$ cat src/rtl/burst_word_driver.sv
// burst_word_driver: sends a packet as a contiguous word burst, then collects the response burst with an idle timeout.
module burst_word_driver #(
    parameter int WIDTH     = 6,
    parameter int BURST_LEN = 8,
    parameter int TIMEOUT   = 32
) (
    input  logic                       clk,
    input  logic                       rst_n,
    input  logic                       start,
    input  logic [WIDTH*BURST_LEN-1:0] load_data,
    output logic [WIDTH-1:0]           tx_data,
    output logic                       tx_valid,
    input  logic [WIDTH-1:0]           rx_data,
    input  logic                       rx_valid,
    output logic [WIDTH*BURST_LEN-1:0] rsp_data,
    output logic                       busy,
    output logic                       done,
    output logic                       timeout,
    output logic [1:0]                 state,
    output logic [3:0]                 word_cnt
);
    localparam int IW = $clog2(TIMEOUT + 1);
    localparam logic [1:0] S_IDLE    = 2'd0;
    localparam logic [1:0] S_SEND    = 2'd1;
    localparam logic [1:0] S_WAIT    = 2'd2;
    localparam logic [1:0] S_COLLECT = 2'd3;
    localparam logic [3:0] LAST      = 4'(BURST_LEN - 1);
    localparam logic [IW-1:0] IDLE_MAX = IW'(TIMEOUT - 1);

    // r_buf shifts down one word per sent word, so the next word is always just above the bottom
    logic [WIDTH*BURST_LEN-1:0] r_buf;
    logic [IW-1:0]              r_idle;
    logic                       w_stall;

    assign w_stall = r_idle == IDLE_MAX;
    assign busy    = state != S_IDLE;

    // Transaction sequencer: IDLE -> SEND -> WAIT_RSP -> COLLECT -> IDLE, with idle-timeout abort
    always_ff @(posedge clk or negedge rst_n) begin
        if (!rst_n) begin
            state    <= S_IDLE;
            word_cnt <= '0;
            tx_data  <= '0;
            tx_valid <= 1'b0;
            rsp_data <= '0;
            done     <= 1'b0;
            timeout  <= 1'b0;
            r_buf    <= '0;
            r_idle   <= '0;
        end else begin
            done    <= 1'b0;
            timeout <= 1'b0;
            case (state)
                S_IDLE: if (start) begin
                    r_buf    <= load_data;
                    rsp_data <= '0;
                    word_cnt <= '0;
                    tx_valid <= 1'b1;
                    tx_data  <= load_data[WIDTH-1:0];
                    state    <= S_SEND;
                end
                S_SEND: if (word_cnt == LAST) begin
                    tx_valid <= 1'b0;
                    tx_data  <= '0;
                    word_cnt <= '0;
                    r_idle   <= '0;
                    state    <= S_WAIT;
                end else begin
                    word_cnt <= word_cnt + 1'b1;
                    tx_data  <= r_buf[WIDTH +: WIDTH];
                    r_buf    <= r_buf >> WIDTH;
                end
                S_WAIT, S_COLLECT: if (rx_valid) begin
                    for (int k = 0; k < BURST_LEN; k++)
                        if (word_cnt == 4'(k)) rsp_data[k*WIDTH +: WIDTH] <= rx_data;
                    r_idle <= '0;
                    if (word_cnt == LAST) begin
                        word_cnt <= '0;
                        done     <= 1'b1;
                        state    <= S_IDLE;
                    end else begin
                        word_cnt <= word_cnt + 1'b1;
                        state    <= S_COLLECT;
                    end
                end else if (w_stall) begin
                    r_idle   <= '0;
                    word_cnt <= '0;
                    done     <= 1'b1;
                    timeout  <= 1'b1;
                    state    <= S_IDLE;
                end else begin
                    r_idle <= r_idle + 1'b1;
                end
                default: begin
                    state    <= S_IDLE;
                    word_cnt <= '0;
                    tx_valid <= 1'b0;
                    tx_data  <= '0;
                end
            endcase
        end
    end
endmodule
$ cat config.mk
export PLATFORM = sky130hd
export DESIGN_NAME = burst_word_driver
export DESIGN_NICKNAME = d
export VERILOG_FILES = /design/src/rtl/burst_word_driver.sv
export SDC_FILE = /design/constraint.sdc
export NUM_CORES = 1
export LEC_CHECK = 0
export ABC_AREA = 1
export BUFFER_PORTS_ARGS = -buffer_cell sky130_fd_sc_hd__buf_4
export CORE_MARGIN = 2
export CORE_UTILIZATION = 35
export DETAILED_ROUTE_END_ITERATION = 16
export PLACE_DENSITY_LB_ADDON = 0.12
export SLEW_MARGIN = 15
export SYNTH_ARGS = -nofsm -noshare
export SYNTH_HDL_FRONTEND = slang
export SYNTH_SLANG_ARGS = --single-unit
$ cat constraint.sdc
create_clock -name clk -period 3.9 [get_ports clk]
set_input_delay 0.585 -clock clk [delete_from_list [all_inputs] [get_ports clk]]
set_output_delay 0.585 -clock clk [all_outputs]
set_load 0.005 [all_outputs]
==> results.sh, run 1 <==
export IMPL_r2r_end="tx_data[1]$_DFFE_PN0P_"
export IMPL_die_y_um=124
export IMPL_setup_viol=0
export IMPL_htree_levels=3
export IMPL_tns_ns=0
export IMPL_rsz0062_at_grt="no"
export IMPL_worstMarginPinSlew_ns=0.845
export IMPL_clkSinkCount=111
export IMPL_cts_resized_gates=0
export IMPL_core_area_um2=13900
export IMPL_start_util_pct=35.9
export IMPL_cts_inserted_buffers=9
export IMPL_numPortBuffers=121
export IMPL_period_minus_slack_ns=2.38
export IMPL_routed_wl_um=11900
export IMPL_rr_worst_depth=6
export IMPL_grt_pass1_wl_um=18900
export IMPL_max_slew_margin_rel_pct=43.7
export IMPL_finalClockSkew_ns=0.00863
export IMPL_synth_seq_cells=111
export IMPL_ant_nets=0
export IMPL_p_total_uw=5080
export IMPL_synth_area_leaders="dfrtp_1 56%, nand2_1 11%, o21ai_0 7.8%"
export IMPL_cap_viol_max_count=0
export IMPL_yosys_area_top_type="dfrtp_1"
export IMPL_drive_gt1_share_pct=25.4
export IMPL_synth_edf_count=0
export IMPL_wl_per_cell_um=14.2
export IMPL_synth_nets=612
export IMPL_arrival_ns=2.68
export IMPL_cts_hold_buf=0
export IMPL_first_iter_violations=245
export IMPL_synthArstFlopShare_pct=100
export IMPL_cts_setup_buffers=0
export IMPL_clkTransAtPathRegs_ns=0.08
export IMPL_syn_area_um2=5000
export IMPL_io_pins=122
export IMPL_die_x_um=124
export IMPL_dp_hpwl_um=8480
export IMPL_powerDensity_nw_per_um2=809
export IMPL_cp_start_kind="flip-flop"
export IMPL_overflow=0
export IMPL_gp_congestion=0.756
export IMPL_antenna_cells=0
export IMPL_ff2ff_setup_slack_ns=1.52
export IMPL_grt_max_degree=79
export IMPL_vias=4029
export IMPL_clk_latency_ns=0.36
export IMPL_period_share_pct=61.0
export IMPL_yosysMostFrequentCell="nand2_1"
export IMPL_yosysTopAreaCellShare_pct=55.5
export IMPL_vdd_drop_max_v=0.000377
export IMPL_die_area_um2=15300
export IMPL_area_growth_pct=25.4
export IMPL_crit_type="reg2reg"
export IMPL_syn_avg_cell_area_um2=9.12
export IMPL_end_kind="flip-flop"
export IMPL_grt_total_usage_pct=16.3
export IMPL_min_path_type="in2async"
export IMPL_synth_common_cells="143 x nand2_1, 111 x dfrtp_1, 78 x o21ai_0"
export IMPL_critPathMaxFanout=75
export IMPL_num_nets_final=720
export IMPL_std_cell_rows=43
export IMPL_fmax_mhz=420
export IMPL_drc=0
export IMPL_synth_distinct_cells=26
export IMPL_p_leak_uw=0.00311
export IMPL_seq_area_frac_synth_pct=55.5
export IMPL_report_final_slew_viol_count=0
export IMPL_outcome="complete, no violations"
export IMPL_clk_path_buf_depth=2
export IMPL_antenna_found_initial=0
export IMPL_finalHoldViolations=0
export IMPL_drt_first_pass_iters=4
export IMPL_root_buffer="clkbuf_16"
export IMPL_cts_tree="done"
export IMPL_required_ns=4.20
export IMPL_yosys_warnings=0
export IMPL_postSynthCellCount=549
export IMPL_grt_pass1_vias=3724
export IMPL_synthFlopType="dfrtp_1"
export IMPL_r2r_start="state[1]$_DFFE_PN0P_"
export IMPL_detail_route_vias_per_cell=4.79
worst max-delay path by stage:
stage                               startpoint                  endpoint  slack (ns)  cells after the start
after floorplan                       rx_valid  rsp_data[43]$_DFFE_PN0P_        2.34                      6
after global placement    state[1]$_DFFE_PN0P_     r_buf[36]$_DFFE_PN0P_        1.54                      5
after detailed placement  state[1]$_DFFE_PN0P_     r_buf[26]$_DFFE_PN0P_        1.46                      5
after CTS                 state[1]$_DFFE_PN0P_     r_buf[15]$_DFFE_PN0P_        1.45                      5
after global routing      state[1]$_DFFE_PN0P_    tx_data[1]$_DFFE_PN0P_        1.29                      6
final                     state[1]$_DFFE_PN0P_    tx_data[1]$_DFFE_PN0P_        1.52                      6
layout by cell type (no fill, tap or decap), drive strengths merged, types with 2 or more instances in the layout:
cell type,count
clkbuf,9
nand2,153
nand4,3
nand3,16
dfrtp,111
buf,124
inv,70
o21ai,113
or2,2
clkinv,3
ha,5
o211ai,36
a21oi,2
nor2,10
logic make-up after synthesis:
family                   Yosys count  share of synthesized area, %
AO/OA/AOI/OAI                    153                          18.4
XOR/XNOR                           1                         0.175
adder cells (fa/ha/maj)            5                          1.25
buffers and inverters             94                          8.88
flip-flops                       111                          55.5
AND/OR/NAND/NOR                  185                          15.8
registers in the layout, indices dropped and copies added (netlist names):
name	cells
done	1
r_buf	42
r_idle	6
rsp_data	48
state	2
timeout	1
tx_data	6
tx_valid	1
word_cnt	4
through the flow:
| step | util (%) | area (um^2) | setup WS (ns) | std cells | hold WS [ns] |
|---|---|---|---|---|---|
| 6_report | 45.1 | 6280 | 1.52 | 842 | 0.331 |
| 5_1_grt | 45.1 | 6280 | 1.29 | 842 | 0.407 |
| 2_1_floorplan | - | 5000 | 2.34 | 549 | 0.289 |
| 4_1_cts | 45.0 | 6270 | 1.45 | 842 | 0.364 |
| 3_3_place_gp | 42.8 | 5970 | 1.54 | 826 | 0.469 |
| 3_5_place_dp | 42.8 | 5970 | 1.46 | 826 | 0.470 |
critical path, cell delays in order, from the launching register on:
cell and delay, ns:
dfrtp_1 0.66, nor2_4 0.23, buf_4 0.60, inv_1 0.39
nand2_1 0.29, nand2_1 0.09, nand2_1 0.06
final cells by class:
cell class                 count  area [um^2]
clock buffer                   9          225
clock inverter                 7         77.6
fill                        1401         7660
inverter                      67          254
multi-input combinational    344         1790
sequential                   111         2780
tap                          180          225
timing repair buffer         124          931
report_power, final:
part | leakage, uW | internal, uW | switching, uW | total, uW
clock | 0.000144 | 455 | 471 | 926
sequential | 0.00143 | 1660 | 277 | 1930
combinational | 0.00154 | 889 | 1330 | 2220
metal layers:
layer	GRT usage, %	wire [um]	vias to the layer above
met5	0	0	-
met4	7.10	235	0
met3	3.71	738	15
met2	25.3	5430	104
met1	21.8	5510	1896
li1	-	-	2014
Power figures use the tool's default switching activity.
==> inputs of run 2 (changes only) <==
Settings changed: ABC_AREA 1 to 0.
Clock period 3.9 ns to 2.45 ns, I/O delays scaled along.
==> run 2 against run 1 <==
Against the previous run:
- clock skew is 0.0019 ns lower
- design area is 5.2% higher
- core utilization grew 0.73 points
- register-to-register slack got worse by 1.1 ns
- final cell count shrank 19%
- flip-flop and latch count did not move
- via count fell by 14%
- synthesized cell count is 31% lower
- setup slack got worse by 1.1 ns
- sequential share of layout area fell by 2.2 points
- worst hold slack got worse by 0.27 ns
- largest cell class unchanged
- largest power group unchanged
==> results.sh, run 2 <==
export IMPL_outcome="complete, no violations"
export IMPL_wl_per_cell_um=17.2
export IMPL_die_area_um2=15600
export IMPL_drc=0
export IMPL_required_ns=2.69
export IMPL_first_iter_violations=136
export IMPL_intPower_uw=5870
export IMPL_synth_edf_count=0
export IMPL_htree_levels=3
export IMPL_report_final_slew_viol_count=0
export IMPL_rsz0062_at_grt="no"
export IMPL_detail_route_vias_per_cell=5.08
export IMPL_io_pins=122
export IMPL_switching_power_uw=2790
export IMPL_grt_pass1_vias=3479
export IMPL_syn_area_um2=5130
export IMPL_num_nets_final=559
export IMPL_multi_input_area_um2=2250
export IMPL_dp_cells=669
export IMPL_die_x_um=125
export IMPL_setup_viol=0
export IMPL_drive_gt1_share_pct=54.3
export IMPL_final_common_cell="buf_4"
export IMPL_end_kind="flip-flop"
export IMPL_grt_busiest_layer="met2"
export IMPL_period_minus_slack_ns=2.05
export IMPL_postSynthCellCount=377
export IMPL_antenna_cells=0
export IMPL_critPathMaxFanout=13
export IMPL_cts_resized_gates=0
export IMPL_arrival_ns=2.28
export IMPL_tns_ns=0
export IMPL_synth_common_cells="113 x mux2_2, 111 x dfrtp_1, 22 x nand3_1"
export IMPL_max_slew_margin_rel_pct=51.1
export IMPL_met3_usage_pct=3.59
export IMPL_most_common_layout_cells="126 x buf_4, 113 x mux2_2, 111 x dfrtp_1"
export IMPL_cts_setup_buffers=0
export IMPL_clkTransAtPathRegs_ns=0.07
export IMPL_yosys_area_top_type="dfrtp_1"
export IMPL_combPwrFrac_pct=43.6
export IMPL_routed_wl_um=11800
export IMPL_vdd_drop_max_v=0.000411
export IMPL_synthArstFlopShare_pct=100
export IMPL_reg_largest_list="rsp_data: 48 flops, r_buf: 42 flops"
export IMPL_final_area_um2=6600
export IMPL_yosys_warnings=0
export IMPL_final_cell_count_no_fill=685
export IMPL_finalHoldViolations=0
export IMPL_p_total_uw=8660
export IMPL_grt_total_usage_pct=15.4
export IMPL_worstMarginPinSlew_ns=0.730
export IMPL_synth_area_leaders="dfrtp_1 54%, mux2_2 25%, nand3_1 2.1%"
export IMPL_core_area_um2=14400
export IMPL_antenna_found_initial=0
export IMPL_p_leak_uw=0.00300
export IMPL_dp_hpwl_um=8160
export IMPL_largest_reg_flops=48
export IMPL_grt_use_met1_pct=21.8
export IMPL_powerDensity_nw_per_um2=1310
export IMPL_crit_type="reg2reg"
export IMPL_fmax_mhz=489
export IMPL_drt_first_pass_iters=4
export IMPL_cts_hold_buf=0
export IMPL_synth_distinct_cells=44
export IMPL_seq_area_frac_synth_pct=54.2
export IMPL_area_growth_pct=28.8
export IMPL_finalClockSkew_ns=0.00670
export IMPL_clk_latency_ns=0.35
export IMPL_period_share_pct=83.5
export IMPL_grt_max_degree=112
export IMPL_gr_usage_met2_pct=22.5
export IMPL_grt_pass1_wl_um=19200
export IMPL_seq_area_um2=2780
export IMPL_seq_power_share_pct=37.8
export IMPL_swShare_pct=32.2
export IMPL_overflow=0
export IMPL_start_util_pct=35.6
export IMPL_cap_viol_max_count=0
export IMPL_ant_nets=0
export IMPL_yosysMostFrequentCell="mux2_2"
export IMPL_fillers=1360
export IMPL_syn_avg_cell_area_um2=13.6
export IMPL_vias=3483
export IMPL_std_cell_rows=44
export IMPL_yosysTopAreaCellShare_pct=54.2
export IMPL_cp_start_kind="flip-flop"
export IMPL_fin_hold_ws_ns=0.0594
export IMPL_clk_path_buf_depth=2
export IMPL_synth_seq_cells=111
export IMPL_synthFlopType="dfrtp_1"
export IMPL_place_area_um2=6280
export IMPL_regMostFlops="rsp_data"
export IMPL_min_path_type="in2async"
export IMPL_gp_congestion=0.747
export IMPL_numPortBuffers=121
export IMPL_root_buffer="clkbuf_16"
export IMPL_die_y_um=125
export IMPL_cts_inserted_buffers=9
export IMPL_power_frac_clock_pct=18.6
export IMPL_cts_tree="done"
export IMPL_synth_nets=440
export IMPL_clkSinkCount=111
-- run 2: changes by cell type after synthesis, moves of 8 or more --
| cell | delta |
|---|---|
| o211ai_1 | -36 |
| nand2_1 | -133 |
| inv_1 | -62 |
| mux2_2 | +113 |
| o21ai_2 | -12 |
| buf_6 | -8 |
| o21ai_1 | -22 |
| o21ai_0 | -68 |
| a22o_1 | +8 |
| nor2_1 | -8 |
-- run 2: path summary, 6_finish.rpt --
path                                        startpoint                  endpoint  slack, ns  depth (start not counted)
worst max-delay path              state[0]$_DFFE_PN0P_  rsp_data[30]$_DFFE_PN0P_       0.40                          3
min in group clk                         load_data[47]     r_buf[47]$_DFFE_PN0P_       0.24                          2
worst max register to register    state[0]$_DFFE_PN0P_  rsp_data[30]$_DFFE_PN0P_       0.40                          3
worst min register to register  tx_data[4]$_DFFE_PN0P_    tx_data[4]$_DFFE_PN0P_       0.49                          2
max in group asynchronous                        rst_n     r_buf[14]$_DFFE_PN0P_       1.86                          2
worst min-delay path                             rst_n  rsp_data[20]$_DFFE_PN0P_       0.06                          2
-- run 2: metal layers --
layer | up-vias | wire, um
li1 | 1632 | -
met1 | 1756 | 5610
met2 | 81 | 5350
met3 | 14 | 568
met4 | 0 | 262
met5 | - | 0
-- run 2: kinds of logic after synthesis --
kind of cell | count (synthesis) | share of synthesized area [%]
AOI/OAI and AO/OA | 48 | 8.34
xor gates and xnor gates | 2 | 0.342
adders and majority gates | 5 | 1.22
buffers and inverters | 26 | 2.34
DFF | 111 | 54.2
muxes | 116 | 25.4
and+or+nand+nor | 69 | 8.15
-- run 2: critical path, cell delays in order, from the launching register on --
cell	delay, ns
dfrtp_1	0.53
or3b_4	0.59
a22oi_2	0.42
mux2_2	0.38
-- run 2: power groups by stage --
stage | Combinational [uW] | Clock [uW] | Sequential [uW]
2_1_floorplan | 2470 | 0 | 3140
3_3_place_gp | 3780 | 0 | 3290
5_1_grt | 4140 | 1730 | 3400
6_report | 3780 | 1610 | 3280
3_5_place_dp | 3830 | 0 | 3320
4_1_cts | 3840 | 1670 | 3290
-- run 2: metrics by stage --
step | setup slack [ns] | utilization (%)
floorplan | 0.530 | -
global placement | 0.473 | 43.5
detailed placement | 0.430 | 43.5
CTS | 0.416 | 45.8
global route | 0.324 | 45.8
finish | 0.404 | 45.8
-- run 2: area by class of cell --
cell class              count  share of cell area [%]
well taps                 184                    3.49
clock inverters             3                   0.985
multi-input cells         240                    34.0
inverters                   5                   0.284
flip-flops and latches    111                    42.1
repair buffers            129                    15.2
clock buffers              13                    3.94
==> inputs of run 3 (changes only) <==
Clock period 2.45 ns to 1.85 ns, I/O delays scaled along.
==> run 3 against run 2 <==
Against the previous run:
- via count is 2.3% higher
- routed wire length is 2.9% higher
- first-iteration DRC count is 83% higher
- sequential share of layout area is 1.4 points lower
- core utilization is 1.6 points higher
- die area stayed put
- clock power is 21% higher
- power is 36% higher
- count of clock-buffer cells in the layout is 2 lower
- final cell count is 3.2% higher
- non-clock buffer count is 22 higher
- critical path type unchanged
- largest power group unchanged
==> results.sh, run 3 (same netlist as run 2, synthesis figures left out) <==
export IMPL_cts_tree="done"
export IMPL_clk_path_buf_depth=2
export IMPL_clkTransAtPathRegs_ns=0.07
export IMPL_report_final_slew_viol_count=0
export IMPL_r2r_end="rsp_data[6]$_DFFE_PN0P_"
export IMPL_outcome="complete, no violations"
export IMPL_cp_start_kind="flip-flop"
export IMPL_antenna_found_initial=0
export IMPL_numPortBuffers=121
export IMPL_min_delay_path_depth=2
export IMPL_die_x_um=125
export IMPL_io_pins=122
export IMPL_fmax_mhz=549
export IMPL_grt_total_usage_pct=15.8
export IMPL_start_util_pct=35.6
export IMPL_first_iter_violations=249
export IMPL_largest_reg_flops=48
export IMPL_crit_type="reg2reg"
export IMPL_dp_cells=686
export IMPL_std_cell_rows=44
export IMPL_max_slew_margin_rel_pct=66.4
export IMPL_drt_first_pass_iters=4
export IMPL_cap_viol_max_count=0
export IMPL_overflow=0
export IMPL_reg_largest_list="rsp_data: 48 flops, r_buf: 42 flops"
export IMPL_finalHoldViolations=0
export IMPL_cts_inserted_buffers=9
export IMPL_p_leak_uw=0.00314
export IMPL_setup_viol=0
export IMPL_drc=0
export IMPL_ff2ff_setup_slack_ns=0.03
export IMPL_finalClockSkew_ns=0.00803
export IMPL_area_growth_pct=33.2
export IMPL_final_cell_count_no_fill=707
export IMPL_detail_route_vias_per_cell=5.04
export IMPL_grt_pass1_vias=3678
export IMPL_end_kind="flip-flop"
export IMPL_wl_per_cell_um=17.1
export IMPL_root_buffer="clkbuf_16"
export IMPL_min_delay_start="load_data[46]"
export IMPL_r2r_start="word_cnt[0]$_DFFE_PN0P_"
export IMPL_powerDensity_nw_per_um2=1720
export IMPL_dp_hpwl_um=8610
export IMPL_fin_hold_ws_ns=0.142
export IMPL_required_ns=2.09
export IMPL_clkSinkCount=111
export IMPL_worstMarginPinSlew_ns=0.498
export IMPL_rsz0062_at_grt="yes"
export IMPL_die_area_um2=15600
export IMPL_final_common_cell="buf_4"
export IMPL_grt_pass1_wl_um=19700
export IMPL_drive_gt1_share_pct=57.4
export IMPL_die_y_um=125
export IMPL_vias=3563
export IMPL_regMostFlops="rsp_data"
export IMPL_most_common_layout_cells="144 x buf_4, 110 x dfrtp_1, 106 x mux2_2"
export IMPL_ant_nets=0
export IMPL_grt_max_degree=66
export IMPL_period_share_pct=98.4
export IMPL_routed_wl_um=12100
export IMPL_min_path_type="in2reg"
export IMPL_rr_worst_depth=5
export IMPL_hold_end="r_buf[46]$_DFFE_PN0P_"
export IMPL_num_nets_final=581
export IMPL_core_area_um2=14400
export IMPL_antenna_cells=0
export IMPL_p_total_uw=11800
export IMPL_critPathMaxFanout=6
export IMPL_arrival_ns=2.06
export IMPL_gp_congestion=0.779
export IMPL_htree_levels=3
export IMPL_fillers=1339
export IMPL_clk_latency_ns=0.35
export IMPL_vdd_drop_max_v=0.000523
export IMPL_period_minus_slack_ns=1.82
==> run 3: cell types whose count changed in the layout (fill, tap and decap cells not counted), moves of 3 or more <==
cell    previous run  this run
or3b_2             5         1
buf_4            126       144
or3b_4             1         5
mux2_4             0         7
ha_1               5         2
mux2_2           113       106
==> run 3: final cells by class <==
| type | count | area [um^2] | area share (%) |
|---|---|---|---|
| Clock inverter | 5 | 57.6 | 0.843 |
| Clock buffer | 11 | 243 | 3.55 |
| Inverter | 5 | 18.8 | 0.275 |
| Sequential cell | 111 | 2780 | 40.7 |
| Timing Repair Buffer | 151 | 1200 | 17.6 |
| Tap cell | 184 | 230 | 3.37 |
| Multi-Input combinational cell | 240 | 2300 | 33.7 |
==> run 3: worst max path at each step <==
stage	start	endpoint	slack, ns
final	word_cnt[0]$_DFFE_PN0P_	rsp_data[6]$_DFFE_PN0P_	0.03
after global routing	word_cnt[0]$_DFFE_PN0P_	rsp_data[7]$_DFFE_PN0P_	-0.04
after CTS	word_cnt[1]$_DFFE_PN0P_	rsp_data[2]$_DFFE_PN0P_	0.008
after detailed placement	word_cnt[1]$_DFFE_PN0P_	rsp_data[3]$_DFFE_PN0P_	-0.06
after global placement	word_cnt[1]$_DFFE_PN0P_	rsp_data[2]$_DFFE_PN0P_	-0.01
after floorplan	state[0]$_DFFE_PN0P_	rsp_data[24]$_DFFE_PN0P_	0.0009
==> run 3: timing repair <==
action | 4_1_cts | 5_1_grt
setup buffers | 3 | 1
gates cloned | 0 | 0
hold buffers | 1 | 0
endpoints found under the hold margin | 111 | 0
gates resized for setup | 8 | 10
pin swaps | 3 | 5
endpoints found under the setup margin | 24 | 47
==> run 3: stage by stage <==
step / setup WS [ns] / TNS [ns] / area, um^2 / util (%)
after floorplan: 0.000918 / 0 / 5140 / -
after global placement: -0.0116 / -0.0627 / 6430 / 44.6
after detailed placement: -0.0643 / -0.861 / 6430 / 44.6
after CTS: 0.00785 / 0 / 6790 / 47.1
after global routing: -0.0438 / -0.379 / 6830 / 47.4
final: 0.0299 / 0 / 6830 / 47.4
==> run 3: layer usage <==
layer  GRT usage (%)  up-vias  wire [um]
li1                -     1679          -
met1            22.2     1788       5710
met2            23.5       84       5670
met3            4.07       12        556
met4            6.47        0        193
met5               0        -          0
==> run 3: critical path: stages (launching register included) <==
cell     delay (ns)
dfrtp_1        0.41
buf_4          0.14
ha_1           0.15
or3b_4         0.39
a22oi_4        0.24
mux2_2         0.37
==> run 3: power by group <==
part	total (uW)	switching (uW)	leakage (uW)	internal (uW)
Sequential	4280	705	0.00136	3570
Combinational	5540	2220	0.00162	3320
Clock	1950	862	0.000149	1090
